## config.mk

```make
export PLATFORM = sky130hd
export DESIGN_NAME = stream_fifo
export DESIGN_NICKNAME = d
export VERILOG_FILES = /design/src/rtl/stream_fifo.sv
export SDC_FILE = /design/constraint.sdc
export NUM_CORES = 1
export LEC_CHECK = 0
export ABC_AREA = 1
export BUFFER_PORTS_ARGS = -buffer_cell sky130_fd_sc_hd__buf_2
export CORE_MARGIN = 4
export CORE_UTILIZATION = 40
export DETAILED_ROUTE_END_ITERATION = 6
export GPL_ROUTABILITY_DRIVEN = 0
export PLACE_DENSITY = 0.56
export SYNTH_ARGS = -nofsm -noshare
export SYNTH_HDL_FRONTEND = slang
export SYNTH_SLANG_ARGS = --single-unit
```

## constraint.sdc

```tcl
create_clock -name clk -period 4.6 [get_ports clk]
set_clock_uncertainty 0.1 [all_clocks]
set_input_delay 0.92 -clock clk [delete_from_list [all_inputs] [get_ports clk]]
set_output_delay 0.92 -clock clk [all_outputs]
set_load 0.005 [all_outputs]
```

## src/rtl/stream_fifo.sv

```systemverilog
// Synchronous single-clock stream FIFO with valid/ready handshakes on both sides.
// First-word fall-through read port, occupancy count, almost flags and a high-water mark.
module stream_fifo #(
    parameter int WIDTH     = 32,
    parameter int DEPTH     = 16,
    parameter int AF_THRESH = DEPTH - 2,
    parameter int AE_THRESH = 2
) (
    input  logic                     clk,
    input  logic                     rst,
    input  logic                     flush,
    input  logic                     s_valid,
    input  logic [WIDTH-1:0]         s_data,
    output logic                     s_ready,
    output logic                     m_valid,
    output logic [WIDTH-1:0]         m_data,
    input  logic                     m_ready,
    output logic [$clog2(DEPTH):0]   count,
    output logic                     almost_full,
    output logic                     almost_empty,
    output logic [$clog2(DEPTH):0]   high_water
);

    localparam int PW = $clog2(DEPTH);
    localparam int CW = PW + 1;

    localparam logic [CW-1:0] FULL_LVL = CW'(DEPTH);
    localparam logic [CW-1:0] AF_LVL   = CW'(AF_THRESH);
    localparam logic [CW-1:0] AE_LVL   = CW'(AE_THRESH);

    logic [WIDTH-1:0] mem [DEPTH];

    logic [PW-1:0] wr_ptr;
    logic [PW-1:0] rd_ptr;
    logic [CW-1:0] count_q;
    logic [CW-1:0] count_nxt;
    logic [CW-1:0] high_water_q;
    logic [CW-1:0] high_water_nxt;

    logic push;
    logic pop;

    // Handshake flags depend on the registered count only, so a full FIFO
    // never accepts a write even when the head is popped in the same cycle.
    assign s_ready = (count_q != FULL_LVL);
    assign m_valid = (count_q != '0);

    assign push = s_valid && s_ready;
    assign pop  = m_valid && m_ready;

    assign m_data       = mem[rd_ptr];
    assign count        = count_q;
    assign high_water   = high_water_q;
    assign almost_full  = (count_q >= AF_LVL);
    assign almost_empty = (count_q <= AE_LVL);

    always_comb begin
        // NOTE: every variable written here gets a default first so no latch is inferred.
        count_nxt      = count_q;
        high_water_nxt = high_water_q;

        unique case ({push, pop})
            2'b10:   count_nxt = count_q + CW'(1);
            2'b01:   count_nxt = count_q - CW'(1);
            default: count_nxt = count_q;
        endcase

        if (flush) begin
            count_nxt      = '0;
            high_water_nxt = '0;
        end else if (count_nxt > high_water_q) begin
            high_water_nxt = count_nxt;
        end
    end

    // NOTE: sequential state uses non-blocking assignments so every flop samples pre-edge values.
    always_ff @(posedge clk or posedge rst) begin
        if (rst) begin
            wr_ptr       <= '0;
            rd_ptr       <= '0;
            count_q      <= '0;
            high_water_q <= '0;
        end else if (flush) begin
            wr_ptr       <= '0;
            rd_ptr       <= '0;
            count_q      <= '0;
            high_water_q <= '0;
        end else begin
            // Pointers are exactly PW bits wide, so wrap at DEPTH comes for free.
            if (push) wr_ptr <= wr_ptr + PW'(1);
            if (pop)  rd_ptr <= rd_ptr + PW'(1);
            count_q      <= count_nxt;
            high_water_q <= high_water_nxt;
        end
    end

    // NOTE: the storage array has no reset; entries are only visible once count covers them.
    always_ff @(posedge clk) begin
        if (push && !flush) begin
            mem[wr_ptr] <= s_data;
        end
    end

endmodule

```

# Word level (Yosys, flattened, before mapping)
# Memories as Yosys holds them, arrays and structs flattened.
# Index checks and enable logic that the tools add are counted.
totals:
  ff_bits: 18
  ram_bits: 512
  in_bits: 37
  output_inout_bits: 46
  mem_count: 1
mem_list:
  columns: ["memory", "depth", "width", "rd", "rd_clocked_by_memory_dff", "write_ports", "line", "source"]
  rows:
  - ["mem", 16, 32, 1, 0, 1, "31", "logic [WIDTH-1:0] mem [DEPTH];"]
op_classes:
  addsub: 4
  magnitude_cmp: 3
  n_eq_ne: 3
  mux: 10
  n_reduce_logical: 8
ops:
  columns: ["op", "n"]
  rows:
  - ["4-bit two-way mux", 4]
  - ["5-bit two-way mux", 3]
  - ["5-bit one-hot mux with 2 select lines", 1]
  - ["4-bit by 1-bit adder with 4-bit output, second input constant", 2]
  - ["2-bit nonzero test", 3]
  - ["5-bit by 1-bit adder with 5-bit output, second input constant", 1]
  - ["5-bit by 4-bit greater-or-equal comparator with 1-bit output, second input constant", 1]
  - ["5-bit > comparator", 1]
  - ["5-bit by 2-bit <= comparator with 1-bit output, second input constant", 1]
  - ["5-bit != test, second input constant", 1]
  - ["5-bit nonzero test", 1]
  - ["5-bit by 1-bit subtractor with 5-bit output, second input constant", 1]
  - ["1-bit logical AND", 3]
  - ["2-bit by 1-bit == test with 1-bit output, second input constant", 1]
  - ["2-bit == test, second input constant", 1]
  - ["1-bit two-way mux", 2]
  - ["1-bit zero test", 1]

# Logic depth before layout (Yosys ltp)
# Gate-level depths: netlist (run 1).
depth:
  ltp_word: 7
  ltp_mapped: 24
  ltp_nobuf: 24

# Least setup slack after synthesis (run 1)
# Ideal clock, no wire load.
synth_timing:
  path_kind: "input to register"
  startpoint: "input s_valid"
  endpoint: "memory mem[10][0], enable pin"
  arrival_ns: 3.514
  required_time_ns: 4.039
  setup_slack_ns: 0.525
  stages: 4
  cell_sequence: "nand2_4 > nor2_1 > inv_1 > nor3_1"
synth_via:
  elab_chain_len: 4
synth_rtl:
  columns: ["item", "line", "source"]
  rows:
  - ["start: declaration", "12", "input logic s_valid,"]
  - ["1-bit logical AND", "48", "assign push = s_valid && s_ready;"]
  - ["1-bit logical AND", "99", "if (push && !flush) begin"]
  - ["1-bit two-way mux", "99", null]
  - ["1-bit two-way mux (not written as such)", "100", "mem[wr_ptr] <= s_data;"]
  - ["end: declaration", "31", null]
# Every way passes these cells.

# Worst setup path in the final report (run 1)
layout_timing:
  startpoint: "register rd_ptr[1]"
  endpoint: "output m_data[14]"
layout_via:
  elab_chain_len: 1
layout_rtl:
  columns: ["item", "line", "source"]
  rows:
  - ["start: declaration", "34", "logic [PW-1:0] rd_ptr;"]
  - ["start signal: assignment", "91", "if (pop) rd_ptr <= rd_ptr + PW'(1);"]
  - ["memory 16 x 32 bit", null, null]
  - ["end: declaration", "16", "output logic [WIDTH-1:0] m_data,"]
# Every way passes these cells.

==> results of run 1 <==
## cells by family after synthesis
kind of cell | count (synthesis) | share of synthesized area [%]
AO/OA/AOI/OAI | 440 | 11.8
multiplexers | 128 | 5.92
XOR/XNOR | 2 | 0.0810
buffers and inverters | 251 | 4.78
AND/OR/NAND/NOR | 160 | 3.61
adder cells (fa/ha/maj) | 12 | 0.694
flip-flops | 530 | 73.1
## area by class of cell
type	count	area (um2)
Fill cell	4605	28400
Sequential cell	530	15800
Timing Repair Buffer	118	806
Tap cell	688	861
Antenna cell	1	2.50
Inverter	158	601
Clock buffer	71	1480
Clock inverter	31	201
Multi-Input combinational cell	742	4880
## through the flow
stage | instances | hold slack (ps) | area [um2]
2_1_floorplan | 1523 | 393 | 21600
3_3_place_gp | 2236 | 410 | 23000
3_5_place_dp | 2236 | 407 | 23000
4_1_cts | 2338 | 353 | 24700
5_1_grt | 2339 | 408 | 24700
6_report | 2339 | 356 | 24700
## sequential cells by signal, indices dropped and copies added (netlist names)
name        count
high_water      5
wr_ptr          4
mem           512
count           5
rd_ptr          4
## per-layer routing
layer | up-vias | global-route usage (%)
li1 | 5843 | -
met1 | 6178 | 23.9
met2 | 230 | 29.0
met3 | 75 | 2.81
met4 | 4 | 4.98
met5 | - | 0
## power by group
group          total, mW  internal [mW]  switching (mW)
logic               3.12           1.18            1.95
clock network       4.18           2.37            1.81
registers           5.56           5.42           0.146
total               12.9           8.96            3.90
## final timing paths
kind                               start       endpoint  slack, ps
max                            rd_ptr[1]     m_data[14]        810
min                                  rst      rd_ptr[1]        360
max reg2reg                     count[2]  high_water[4]       1240
min reg2reg                high_water[0]  high_water[0]        420
max in group asynchronous            rst      rd_ptr[0]       3500
min in group clk           high_water[0]  high_water[0]        420
## cell usage after synthesis (2+ instances only)
master,number,area share [%]
clkbuf_1,52,0.90
nand3_2,8,0.37
nor2_2,4,0.12
nand4_1,2,0.058
buf_4,14,0.49
ha_1,12,0.69
dfrtp_1,18,2.1
buf_6,2,0.10
nand2_1,73,1.3
nor2_1,15,0.26
buf_2,16,0.37
nor3_1,10,0.23
o211ai_1,128,4.4
buf_1,9,0.16
o21ai_0,160,3.7
inv_1,156,2.7
a21oi_1,136,3.1
mux2i_1,128,5.9
nand3_1,38,0.88
nand2_4,3,0.16
nand2_2,5,0.14
edfxtp_1,512,71
xor2_1,2,0.081
o21ai_1,10,0.23
==> impl_metrics.json, run 1 <==
{
  "ys_async_sr_fraction_pct": 3.40,
  "p_leak_nw": 8.41,
  "cp_top_family": "buffers and inverters",
  "grtUsageTotal_pct": 17.4,
  "cts_buffers": 56,
  "clock_latency_ps": 590,
  "synth_seq_cells": 530,
  "cp-start-kind": "flop",
  "syn_area_um2": 21600,
  "synth_cell_types": 34,
  "avgSynthCellArea_um2": 14.2,
  "hp-class": "input port to async pin",
  "final_cell_mix": "edfxtp_1 (512), o21ai_0 (160), inv_1 (154)",
  "boundaryPins": 83,
  "post-route-util_pct": 46.5,
  "grt_max_degree": 93,
  "antenna_found_initial": 3,
  "irDropWorstVdd_uv": 264,
  "p_total_mw": 12.9,
  "cts_resized": 0,
  "nets": 1655,
  "grt_setup_unrepaired": "no",
  "status": "finished clean",
  "syn-num-nets": 1572,
  "wl_met2_um": 24300,
  "cts_tree": "yes",
  "critPathMaxStageDelay_ps": 670,
  "die_area_um2": 57900,
  "drive_gt1_share_pct": 14.2,
  "die_h_um": 241,
  "cts_setup_buffers": 0,
  "worstSetupPathDepth": 6,
  "ys_warn_count": 0,
  "hold_buffers": 0,
  "firstDrtPassIters": 5,
  "worst_slew_pin_slew_ps": 1070,
  "wl_per_cell_um": 21.6,
  "place_ws_ps": 1040,
  "grt_pass1_vias": 12300,
  "fin_tns_setup_ps": 0,
  "worstPathRequired_ps": 3580,
  "finalCritPeriodShare_pct": 82.3,
  "cts.path.max_buffers": 3,
  "crit_path_cell_trace": "inv_4 > buf_4 > o21ai_0 > o211ai_1 > nand2_1 > buf_2",
  "synth_edf_count": 512,
  "vias_per_cell": 5.27,
  "core_um2": 53100,
  "ant_nets": 0,
  "timing.fmax_mhz": 264,
  "m1WireLength_um": 23000,
  "grt_pass1_wl_um": 76300,
  "initial_core_util_pct": 40.8,
  "dr.first_iter.drc_count": 876,
  "period_minus_slack_ps": 3790,
  "clockRootBuffer": "clkbuf_16",
  "path_clk_slew_ps": 60,
  "power_density_nw_per_um2": 522,
  "finalSetupViolCount": 0,
  "cts-htree-levels": 2,
  "final_common_cell": "edfxtp_1",
  "path_buf_inv": 3,
  "grt_overflow": 0,
  "fp.dieW_um": 241,
  "r2r_cells": 23,
  "routed_wl_um": 50600,
  "max_cap_violations": 0,
  "ys.flop_type": "edfxtp_1",
  "routed.top_layer": "met5",
  "cts.sinks": 530,
  "drc": 0,
  "end_kind": "output port",
  "wl_met3_um": 2120,
  "setup_ws_ps": 815,
  "arrival_ps": 2770,
  "hpwl_um": 26200,
  "cp_max_fo": 58,
  "portBuffers": 82,
  "maxSlewViolCount": 0,
  "rows": 84,
  "crit_type": "flop to output port",
  "area_growth_pct": 14.0,
  "syn_inst": 1523,
  "slew_headroom_pct": 28.6,
  "vias": 12300,
  "finalHoldViolations": 0,
  "cp_slowest_cell": "dfrtp_4",
  "seq_area_frac_synth_pct": 73.1
}
(Power assumes the default switching activity.)
==> run 2: changes to the inputs <==
- PLACE_DENSITY: 0.56 -> 0.58
- clock period: 4.6 -> 3.4 ns (I/O delays scaled with it)
==> impl_metrics.json, run 2 (synthesized netlist as in run 1, its figures left out) <==
{
  "power_frac_seq_pct": 41.6,
  "initial_core_util_pct": 40.8,
  "grt_pass1_vias": 12400,
  "p_int_mw": 12.6,
  "multi_input_area_um2": 4910,
  "grtUsageTotal_pct": 17.7,
  "dr.first_iter.drc_count": 931,
  "routed_wl_um": 51400,
  "rows": 84,
  "hold_buffers": 0,
  "fill_cells": 4533,
  "place_ws_ps": 136,
  "hp-class": "input port to async pin",
  "clock_latency_ps": 590,
  "hpwl_um": 27400,
  "r2r_start": "count[3]",
  "cp_slowest_cell": "dfrtp_4",
  "nets": 1677,
  "arrival_ps": 2390,
  "drive_gt1_share_pct": 16.0,
  "cts-htree-levels": 2,
  "cp_max_fo": 40,
  "regToRegEndpoint": "high_water[4]",
  "ff2ff_setup_slack_ps": 290,
  "largest_register": "mem",
  "crit_end": "m_data[24]",
  "worst_slew_pin_slew_ps": 681,
  "grt_pass1_wl_um": 77200,
  "die_area_um2": 57900,
  "switching_share_pct": 29.7,
  "final_common_cell": "edfxtp_1",
  "r2r_cells": 23,
  "power_density_nw_per_um2": 713,
  "clockRootBuffer": "clkbuf_16",
  "path_clk_slew_ps": 60,
  "area_growth_pct": 16.0,
  "regArea_um2": 15800,
  "core_um2": 53100,
  "cts.path.max_buffers": 3,
  "critPathLaunch": "rd_ptr[1]",
  "crit_type": "flop to output port",
  "largest_register_ffs": 512,
  "finalHoldViolations": 0,
  "vias_per_cell": 5.33,
  "die_h_um": 241,
  "combPwrFrac_pct": 25.5,
  "vias": 12600,
  "wl_per_cell_um": 21.8,
  "period_minus_slack_ps": 3170,
  "antenna_found_initial": 3,
  "cts.sinks": 530,
  "cp-start-kind": "flop",
  "grt_max_degree": 75,
  "crit_path_cell_trace": "inv_4 > buf_12 > buf_4 > o21ai_1 > o211ai_1 > nand2_1 > buf_2",
  "maxSlewViolCount": 0,
  "timing.fmax_mhz": 315,
  "setup_ws_ps": 230,
  "p_leak_nw": 8.65,
  "drc": 0,
  "clock_power_share_pct": 32.9,
  "status": "finished clean",
  "max_cap_violations": 0,
  "cts_buffers": 53,
  "worstPathRequired_ps": 2620,
  "cts_tree": "yes",
  "p_sw_mw": 5.30,
  "finalCritPeriodShare_pct": 93.2,
  "hold_ws_ps": 82.1,
  "boundaryPins": 83,
  "firstDrtPassIters": 4,
  "final_cell_mix": "edfxtp_1 (512), o21ai_0 (160), inv_1 (154)",
  "grt_setup_unrepaired": "no",
  "end_kind": "output port",
  "n_antenna_cell": 0,
  "slew_headroom_pct": 54.5,
  "irDropWorstVdd_uv": 320,
  "portBuffers": 82,
  "finalSetupViolCount": 0,
  "critPathMaxStageDelay_ps": 540,
  "ant_nets": 0,
  "fp.dieW_um": 241,
  "grt_overflow": 0
}
-- run 2: how the worst min path moves through the flow --
stage                          to  cells after the start
floorplan           high_water[0]                      2
global placement    high_water[3]                      2
detailed placement  high_water[3]                      2
CTS                      count[0]                      2
global route             count[0]                      2
finish                   count[0]                      2
-- run 2: what timing repair did --
| action | in CTS | in global routing |
|---|---|---|
| setup buffers | 0 | 5 |
| resized for setup | 0 | 3 |
| endpoints found under the setup margin | 0 | 18 |
-- run 2: cell type report --
type	count	area share, %
well taps	688	3.43
inverters	158	2.39
repair buffers	143	4.52
clock buffers	63	5.60
multi-input cells	742	19.6
flip-flops and latches	530	63.1
clock inverters	34	1.36
-- run 2: worst max-delay path: cells and delay by family, from the launching register on --
family	cells	cell delay, ps
simple gates	1	110
flops	1	540
compound gates	2	250
buf+inv	4	870
-- run 2: power groups by stage --
stage	sequential, mW	combinational [mW]	clock [mW]
6_report	7.44	4.56	5.88
5_1_grt	7.45	5.11	6.28
4_1_cts	7.47	4.56	6.00
3_5_place_dp	7.60	4.54	0
3_3_place_gp	7.60	4.49	0
2_1_floorplan	7.54	3.08	0
-- run 2: routing by layer --
layer | vias up | wire length, um | track usage (%) | share of wire [%]
met2 | 326 | 24600 | 29.3 | 48
met3 | 104 | 2670 | 3.14 | 5.2
li1 | 5895 | - | - | -
met5 | - | 28 | 0 | 0.054
met1 | 6229 | 22800 | 24.5 | 44
met4 | 6 | 1310 | 4.86 | 2.5
-- run 2: per-stage QoR --
stage	setup TNS [ps]	util [%]	total power, mW	instance area (um2)	instances
CTS	0	47.2	18.0	25000	2353
global placement	0	43.9	12.1	23300	2256
global route	0	47.3	18.8	25100	2358
detailed placement	0	43.9	12.1	23300	2256
floorplan	-55720	-	10.6	21700	1523
finish	0	47.3	17.9	25100	2358
